**src/rtl/lcd_read_ctrl.sv**
```systemverilog
//==============================================================================
// Module      : lcd_read_ctrl
// Description : HD44780 read cycle engine (busy flag/address or data byte).
//               Optional busy-poll give-up enabled by LCD_READ_TIMEOUT_EN.
// Revision    : 1.0 - initial release
//==============================================================================
`default_nettype none

module lcd_read_ctrl #(
    parameter int unsigned T_AS      = 1,
    parameter int unsigned T_EH      = 6,
    parameter int unsigned T_REC     = 6,
    parameter int unsigned MAX_POLLS = 4096
) (
    input  logic       clk,
    input  logic       rst,
    input  logic       rd_req,
    input  logic       rd_rs,
    input  logic       rd_poll,
    output logic       rd_ready,
    output logic       rd_valid,
    output logic [7:0] rd_data,
    output logic       rd_bf,
    output logic [6:0] rd_addr,
    output logic       rd_timeout,
    output logic       RS,
    output logic       RW,
    output logic       E,
    output logic       db_oe,
    input  logic [7:0] lcd_db_i
);

    typedef enum logic [2:0] {
        S_IDLE  = 3'd0,
        S_SETUP = 3'd1,
        S_EHIGH = 3'd2,
        S_HOLD  = 3'd3,
        S_DONE  = 3'd4
    } state_t;

    localparam logic [7:0] c_as_last  = 8'(T_AS - 1);
    localparam logic [7:0] c_eh_last  = 8'(T_EH - 1);
    localparam logic [7:0] c_rec_last = 8'(T_REC - 1);

    state_t      r_state;
    state_t      w_next_state;
    logic [7:0]  r_cnt;
    logic [7:0]  w_cnt_next;
    logic [7:0]  w_cnt_limit;
    logic        w_last;
    logic        r_rs;
    logic        r_poll;
    logic [15:0] r_poll_cnt;
    logic [7:0]  r_data;
    logic        r_bf;
    logic [6:0]  r_addr;
    logic        w_bf_poll;
    logic        w_tmo;
    logic        w_repoll;

    assign rd_data = r_data;
    assign rd_bf   = r_bf;
    assign rd_addr = r_addr;

    always_comb begin
        w_cnt_limit = 8'd0;
        case (r_state)
            S_SETUP: w_cnt_limit = c_as_last;
            S_EHIGH: w_cnt_limit = c_eh_last;
            S_HOLD:  w_cnt_limit = c_rec_last;
            default: w_cnt_limit = 8'd0;
        endcase
    end

    assign w_last = (r_cnt == w_cnt_limit);

    // The busy bit sampled by this read decides whether another read follows
    assign w_bf_poll = r_poll & r_bf;
    assign w_repoll  = w_bf_poll & ~w_tmo;

`ifdef LCD_READ_TIMEOUT_EN
    localparam logic [15:0] c_poll_last = 16'(MAX_POLLS - 1);
    logic r_timeout;

    assign w_tmo      = w_bf_poll & (r_poll_cnt >= c_poll_last);
    assign rd_timeout = r_timeout;

    always_ff @(posedge clk) begin
        if (!rst) begin
            r_timeout <= 1'b0;
        end else if (r_state == S_IDLE && rd_req) begin
            r_timeout <= 1'b0;
        end else if (r_state == S_HOLD && w_last && w_tmo) begin
            r_timeout <= 1'b1;
        end
    end
`else
    logic [15:0] w_unused_max_polls;

    assign w_unused_max_polls = 16'(MAX_POLLS);
    assign w_tmo              = 1'b0;
    assign rd_timeout         = 1'b0;
`endif

    always_comb begin
        w_next_state = r_state;
        case (r_state)
            S_IDLE:  if (rd_req) w_next_state = S_SETUP;
            S_SETUP: if (w_last) w_next_state = S_EHIGH;
            S_EHIGH: if (w_last) w_next_state = S_HOLD;
            S_HOLD:  if (w_last) w_next_state = w_repoll ? S_SETUP : S_DONE;
            S_DONE:  w_next_state = S_IDLE;
            default: w_next_state = S_IDLE;
        endcase
    end

    always_comb begin
        w_cnt_next = 8'd0;
        if ((r_state == S_SETUP || r_state == S_EHIGH || r_state == S_HOLD) && !w_last) begin
            w_cnt_next = r_cnt + 8'd1;
        end
    end

    always_comb begin
        E        = 1'b0;
        RW       = 1'b0;
        RS       = 1'b0;
        db_oe    = 1'b1;
        rd_ready = 1'b0;
        rd_valid = 1'b0;
        case (r_state)
            S_IDLE: rd_ready = 1'b1;
            S_SETUP, S_HOLD: begin
                RW    = 1'b1;
                RS    = r_rs;
                db_oe = 1'b0;
            end
            S_EHIGH: begin
                RW    = 1'b1;
                RS    = r_rs;
                db_oe = 1'b0;
                E     = 1'b1;
            end
            S_DONE:  rd_valid = 1'b1;
            default: rd_ready = 1'b0;
        endcase
    end

    always_ff @(posedge clk) begin
        if (!rst) begin
            r_state    <= S_IDLE;
            r_cnt      <= 8'd0;
            r_rs       <= 1'b0;
            r_poll     <= 1'b0;
            r_poll_cnt <= 16'd0;
            r_data     <= 8'd0;
            r_bf       <= 1'b0;
            r_addr     <= 7'd0;
        end else begin
            r_state <= w_next_state;
            r_cnt   <= w_cnt_next;
            case (r_state)
                S_IDLE: begin
                    if (rd_req) begin
                        r_rs       <= rd_rs;
                        r_poll     <= rd_poll & ~rd_rs;
                        r_poll_cnt <= 16'd0;
                    end
                end
                S_EHIGH: begin
                    if (w_last) begin
                        r_data <= lcd_db_i;
                        if (!r_rs) begin
                            r_bf   <= lcd_db_i[7];
                            r_addr <= lcd_db_i[6:0];
                        end
                    end
                end
                S_HOLD: begin
                    if (w_last && w_repoll && r_poll_cnt != 16'hFFFF) begin
                        r_poll_cnt <= r_poll_cnt + 16'd1;
                    end
                end
                default: ;
            endcase
        end
    end

endmodule

`default_nettype wire

```
**config.mk**
```make
export PLATFORM = sky130hd
export DESIGN_NAME = lcd_read_ctrl
export DESIGN_NICKNAME = d
export VERILOG_FILES = /design/src/rtl/lcd_read_ctrl.sv
export SDC_FILE = /design/constraint.sdc
export NUM_CORES = 1
export LEC_CHECK = 0
export CELL_PAD_IN_SITES_DETAIL_PLACEMENT = 0
export CELL_PAD_IN_SITES_GLOBAL_PLACEMENT = 2
export CORE_MARGIN = 2
export CORE_UTILIZATION = 28
export DETAILED_ROUTE_END_ITERATION = 16
export GPL_TIMING_DRIVEN = 0
export PLACE_DENSITY = 0.83
export SLEW_MARGIN = 10
export SYNTH_ARGS = -nofsm -noshare
export SYNTH_HDL_FRONTEND = slang
export SYNTH_SLANG_ARGS = --single-unit
```
**constraint.sdc**
```tcl
create_clock -name clk -period 1.75 [get_ports clk]
set_input_delay 0.4375 -clock clk [delete_from_list [all_inputs] [get_ports clk]]
set_output_delay 0.4375 -clock clk [all_outputs]
set_load 0.005 [all_outputs]
```
## Yosys cells after proc, flatten, opt, wreduce, memory -nomap -nowiden

Cells that the tools add are included.

- Input bits: 13
- Register bits: 29

- Muxes and demuxes: 13
- Add/sub/neg operators: 1
- Equality and inequality tests: 9
- Reduce and logical (&&, ||, !) cells: 12
- Bitwise gates (word level): 4

Operator list:

| operator | count |
|---|---|
| 3-bit 2-to-1 mux | 6 |
| 3-bit case mux with 4 select lines | 1 |
| 8-bit by 1-bit adder with 8-bit output, second input constant | 1 |
| 8-bit equality test | 1 |
| 2-bit inequality test, second input constant | 4 |
| 3-bit by 2-bit equality test with 1-bit output, second input constant | 2 |
| 1-bit 2-to-1 mux | 6 |
| 2-bit AND reduction | 3 |
| 4-bit AND reduction | 1 |
| 3-bit by 1-bit equality test with 1-bit output, second input constant | 1 |
| 3-bit equality test, second input constant | 1 |
| 3-bit zero test | 1 |
| 3-bit AND reduction | 1 |
| 3-bit OR reduction | 1 |
| 1-bit AND | 2 |
| 1-bit logical OR | 2 |
| 1-bit inverter | 2 |
| 2-bit OR reduction | 1 |
| 1-bit logical AND | 1 |
| 1-bit zero test | 1 |

## Logic depth before layout (Yosys ltp)

- Depth in word-level cells: 7
- Mapped depth: 7

## Worst setup path after synthesis

OpenSTA, ideal clock, no wires.

- Path type: flip-flop to flip-flop
- Start: register r_cnt[3]
- End: register r_addr[4], in the netlist rd_addr[4]
- Required time: 1.620 ns
- Setup slack: 0.222 ns
- Arrival: 1.398 ns
- Stages on the path, launching flop included: 7
- Cells stage by stage: dfxtp_1 nor4_4 nand4_4 buf_6 buf_8 o211ai_1 o31ai_1

- Longest elaborated chain between the ends: 2

Ends and longest elaborated chain:

| element | line | text |
|---|---|---|
| start, declared | 47 | `logic [7:0] r_cnt;` |
| start signal, assigned | 161 | `r_cnt <= w_cnt_next;` |
| 8-bit equality test | 75 | `assign w_last = (r_cnt == w_cnt_limit);` |
| 3-bit AND reduction (no source line) | - |  |
| end signal, assigned | 175 | `r_addr <= lcd_db_i[6:0];` |
| end, declared | 56 | `logic [6:0] r_addr;` |

Every way passes these cells.
A chain may end at the register's enable or synchronous reset.

## Worst setup path after layout

- Start: register r_state[1]
- End: output RS

- Longest elaborated chain between the ends: 3

Ends and longest elaborated chain:

| element | line | text |
|---|---|---|
| start, declared | 45 | `state_t r_state;` |
| start signal, assigned | 160 | `r_state <= w_next_state;` |
| 3-bit by 1-bit equality test with 1-bit output / 3-bit by 2-bit equality test with 1-bit output (equally long branches) | 131 | `case (r_state)` |
| 3-bit OR reduction (no source line) (*) | - |  |
| 1-bit 2-to-1 mux (*) | 131 |  |
| end, declared | 26 | `output logic RS,` |

Every way passes the cells marked *; elsewhere a longest branch is shown, timed or not.

==> key figures <==
Timing
  – Final Critical Period: 1.69 ns
  – RSZ-0062 raised after global routing: no
  – # setup viols final: 0
  – Slew Limit Fails: 0
  – Final hold violation count: 0
  – TNS Setup: 0 ns
  – Min setup slack post-route: 0.0588 ns
  – FMAX: 591 MHz
  – Setup Skew: 0.00828 ns
  – Tcrit/Tclk final: 0.966

Setup path
  – Critical Path Start: r_state[1]$_SDFFE_PN0P_
  – R2R Setup Slk: 0.18 ns
  – Critical Path, Cell by Cell: buf_6, nor2_4, nor2_4, and2_1, dlygate4sd2_1
  – Type of origin of the critical path: flip-flop
  – Worst R2R Start: r_state[1]$_SDFFE_PN0P_
  – Crit Path Class: reg -> out
  – Critical path fanouts, max: 4
  – CP arrival: 1.25 ns
  – CP peak stage delay: 0.30 ns
  – FF-to-FF path depth: 6
  – Worst r2r dst: r_cnt[4]$_SDFF_PN0_
  – Most used cell, CP: nor2_4
  – WP data required: 1.31 ns
  – Worst Path Buf+Inv: 2
  – CP delay by family, top: buffers and inverters
  – Critical Path Sink Type: output pin
  – Critical path's slowest cell: dfxtp_1

Global routing
  – Vias in the first global route: 1129
  – GRT Util Overall: 0.125
  – Initial antenna violation count: 0
  – Largest net degree at the start of global routing: 11
  – Total grt overflow: 0
  – First-pass GRT wire length: 5.08 mm

Drt
  – Drt pass-1 iters: 4
  – Max layer used: met4
  – Routed met1 length: 1.34 mm
  – Initial DRC count: 77
  – Number of routed nets with antenna violations: 0
  – WL met3: 147 microns
  – WL final: 2.96 mm
  – Metal2 WL: 1.40 mm
  – Routed vias: 1115
  – Routed len/inst: 12.8 microns
  – DRC: 0
  – Via density: 4.81

Placement
  – PortBufs: 33
  – Pre-CTS WS: -0.383 ns
  – DP Wirelength: 2.21 mm
  – GPL Wtd Cong: 0.785

Cells and area
  – Nets@finish: 193
  – Share of layout cells above drive strength 1: 0.150
  – ANT cells: 0
  – Commonest non-fill, non-tap cell in the layout: clkdlybuf4s50_1
  – Area Growth Syn to Fin: 41.4%
  – Most frequent cells in the layout: clkdlybuf4s50_1 (27), dfxtp_1 (26), nand2_1 (15), nor2_1 (11)

Synth
  – Post-synthesis cell type count: 34
  – XOR/XNOR Fraction of Synth Area: 0.0399
  – Post-Synth Simple-Gate Area: 0.233
  – Mapped Cells: 137
  – Netlist area before placement: 1320 sq um
  – Ys Warns: 0
  – Adder-cell share of the synthesized area: 0.00951
  – Register area share after synthesis: 0.441
  – Post-synthesis mux area share: 0.0760
  – FF+latch count, synth: 29
  – Synth Net Count: 151
  – Complex-gate fraction of the synthesized area: 0.144
  – Avg Inst Size Synth: 9.61 sq um
  – Largest family of logic cells by synthesized area: simple AND/OR/NAND/NOR gates

Clocking
  – CTS Hold Buffers Added: 0
  – Clock latency on the worst-skew pair: 0.28 ns
  – H-tree Lvls: 2
  – Clock sinks: 29
  – Worst-case clock buffer depth: 2
  – Clk pin slew, worst setup/hold paths: 0.06 ns
  – Cts bufs inserted: 5
  – Root Buffer: clkbuf_8
  – CTS tree: built

Min path
  – Min-delay worst type: reg -> reg
  – Hold endpoint: r_cnt[0]$_SDFF_PN0_
  – Worst min-delay path startpoint: r_cnt[0]$_SDFF_PN0_
  – Worst Hold Depth: 1

Die
  – Row Count: 24
  – Placeable Area: 4440 sq um
  – Boundary Pins: 36
  – Die W: 72.6 microns
  – Die Span Y: 72.6 microns
  – Starting density of the core: 0.296
  – Die area: 5270 sq um

Pwr
  – P per Cell Area: 755 nW/um^2
  – Leakage: 0.735 nW
  – Final Power: 0.00141 W
  – Worst vdd ir: 0.479 mV

Run
  – Max-cap violation count: 0

Status
  – Status: completed
## per-stage QoR
| step | instances | utilization | hold slack, ns | area, sq um |
|---|---|---|---|---|
| after detailed placement | 222 | 0.385 | 0.483 | 1710 |
| after global routing | 232 | 0.419 | 0.517 | 1860 |
| after CTS | 230 | 0.414 | 0.492 | 1840 |
| final | 232 | 0.419 | 0.482 | 1860 |
| after floorplan | 137 | - | 0.437 | 1320 |
| after global placement | 222 | 0.385 | 0.454 | 1710 |
## cell usage after synthesis
library cell   n  area share
ha_1           1      0.0095
o21a_1         1      0.0057
a21boi_0       2       0.011
o31ai_1        8       0.046
buf_4          2       0.011
xnor2_1        4       0.027
o221ai_2       1       0.011
nand4_4        1       0.016
nand4b_1       1      0.0067
mux2i_1       10       0.076
a211o_1        1      0.0067
o221ai_1       1      0.0067
nand2_1       15       0.043
nor2_1        13       0.037
xor2_1         2       0.013
dfxtp_1       29        0.44
inv_1          3      0.0086
and3_1         1      0.0048
o211ai_1       8       0.046
conb_1         1      0.0028
o31a_1         1      0.0067
nand3_1        3       0.011
o21ai_0        1      0.0038
nor4_1         1      0.0048
clkbuf_1       5       0.014
nor2b_1        9       0.043
buf_6          1      0.0086
buf_8          1       0.011
nor3_1         3       0.011
nor4_4         1       0.016
and2_1         3       0.014
nor3b_4        1       0.014
and3_2         1      0.0057
nand2b_1       1      0.0048
## timing repair
action                     in CTS  in global routing
gates resized for setup        19                  3
pin swaps                       3                  1
setup buffers                   1                  2
setup endpoints to repair       6                 11
## how the worst max path moves through the flow
stage	to	cells after the start
floorplan	rd_addr[4]$_SDFFE_PN0P_	6
global placement	RS	4
detailed placement	RS	4
CTS	RW	4
global route	RS	5
finish	RS	5
## per-layer routing
metal,track usage,vias to the layer above
met5,0,-
met4,0.0617,0
met3,0.0333,6
met2,0.201,32
met1,0.153,512
li1,-,565
## power by group
part | leakage (nW) | switching [W] | total [W] | internal (W)
combinational | 0.454 | 0.0000898 | 0.000195 | 0.000105
sequential | 0.236 | 0.0000201 | 0.000692 | 0.000672
clock | 0.0450 | 0.000244 | 0.000518 | 0.000275
## state kept, by name (all words and copies together) (netlist names)
register	cells
r_cnt	8
rd_data	8
rd_addr	7
r_state	3
r_poll	1
r_rs	1
rd_bf	1
## logic make-up after synthesis
| logic type | count (synthesis) |
|---|---|
| flip-flops | 29 |
| XOR/XNOR | 6 |
| adder cells (fa/ha/maj) | 1 |
| other | 1 |
| buffers and inverters | 12 |
| AND/OR/NAND/NOR | 54 |
| AO/OA/AOI/OAI | 24 |
| multiplexers | 10 |
## cell type report
class                   count  area [sq um]
fillers                   447          2580
multi-input cells          96           694
flip-flops and latches     29           589
repair buffers             36           349
clock buffers               6          72.6
plain buffers               8          70.1
well taps                  52          65.1
inverters                   3          11.3
clock inverters             2          10.0
(Power assumes the default switching activity.)
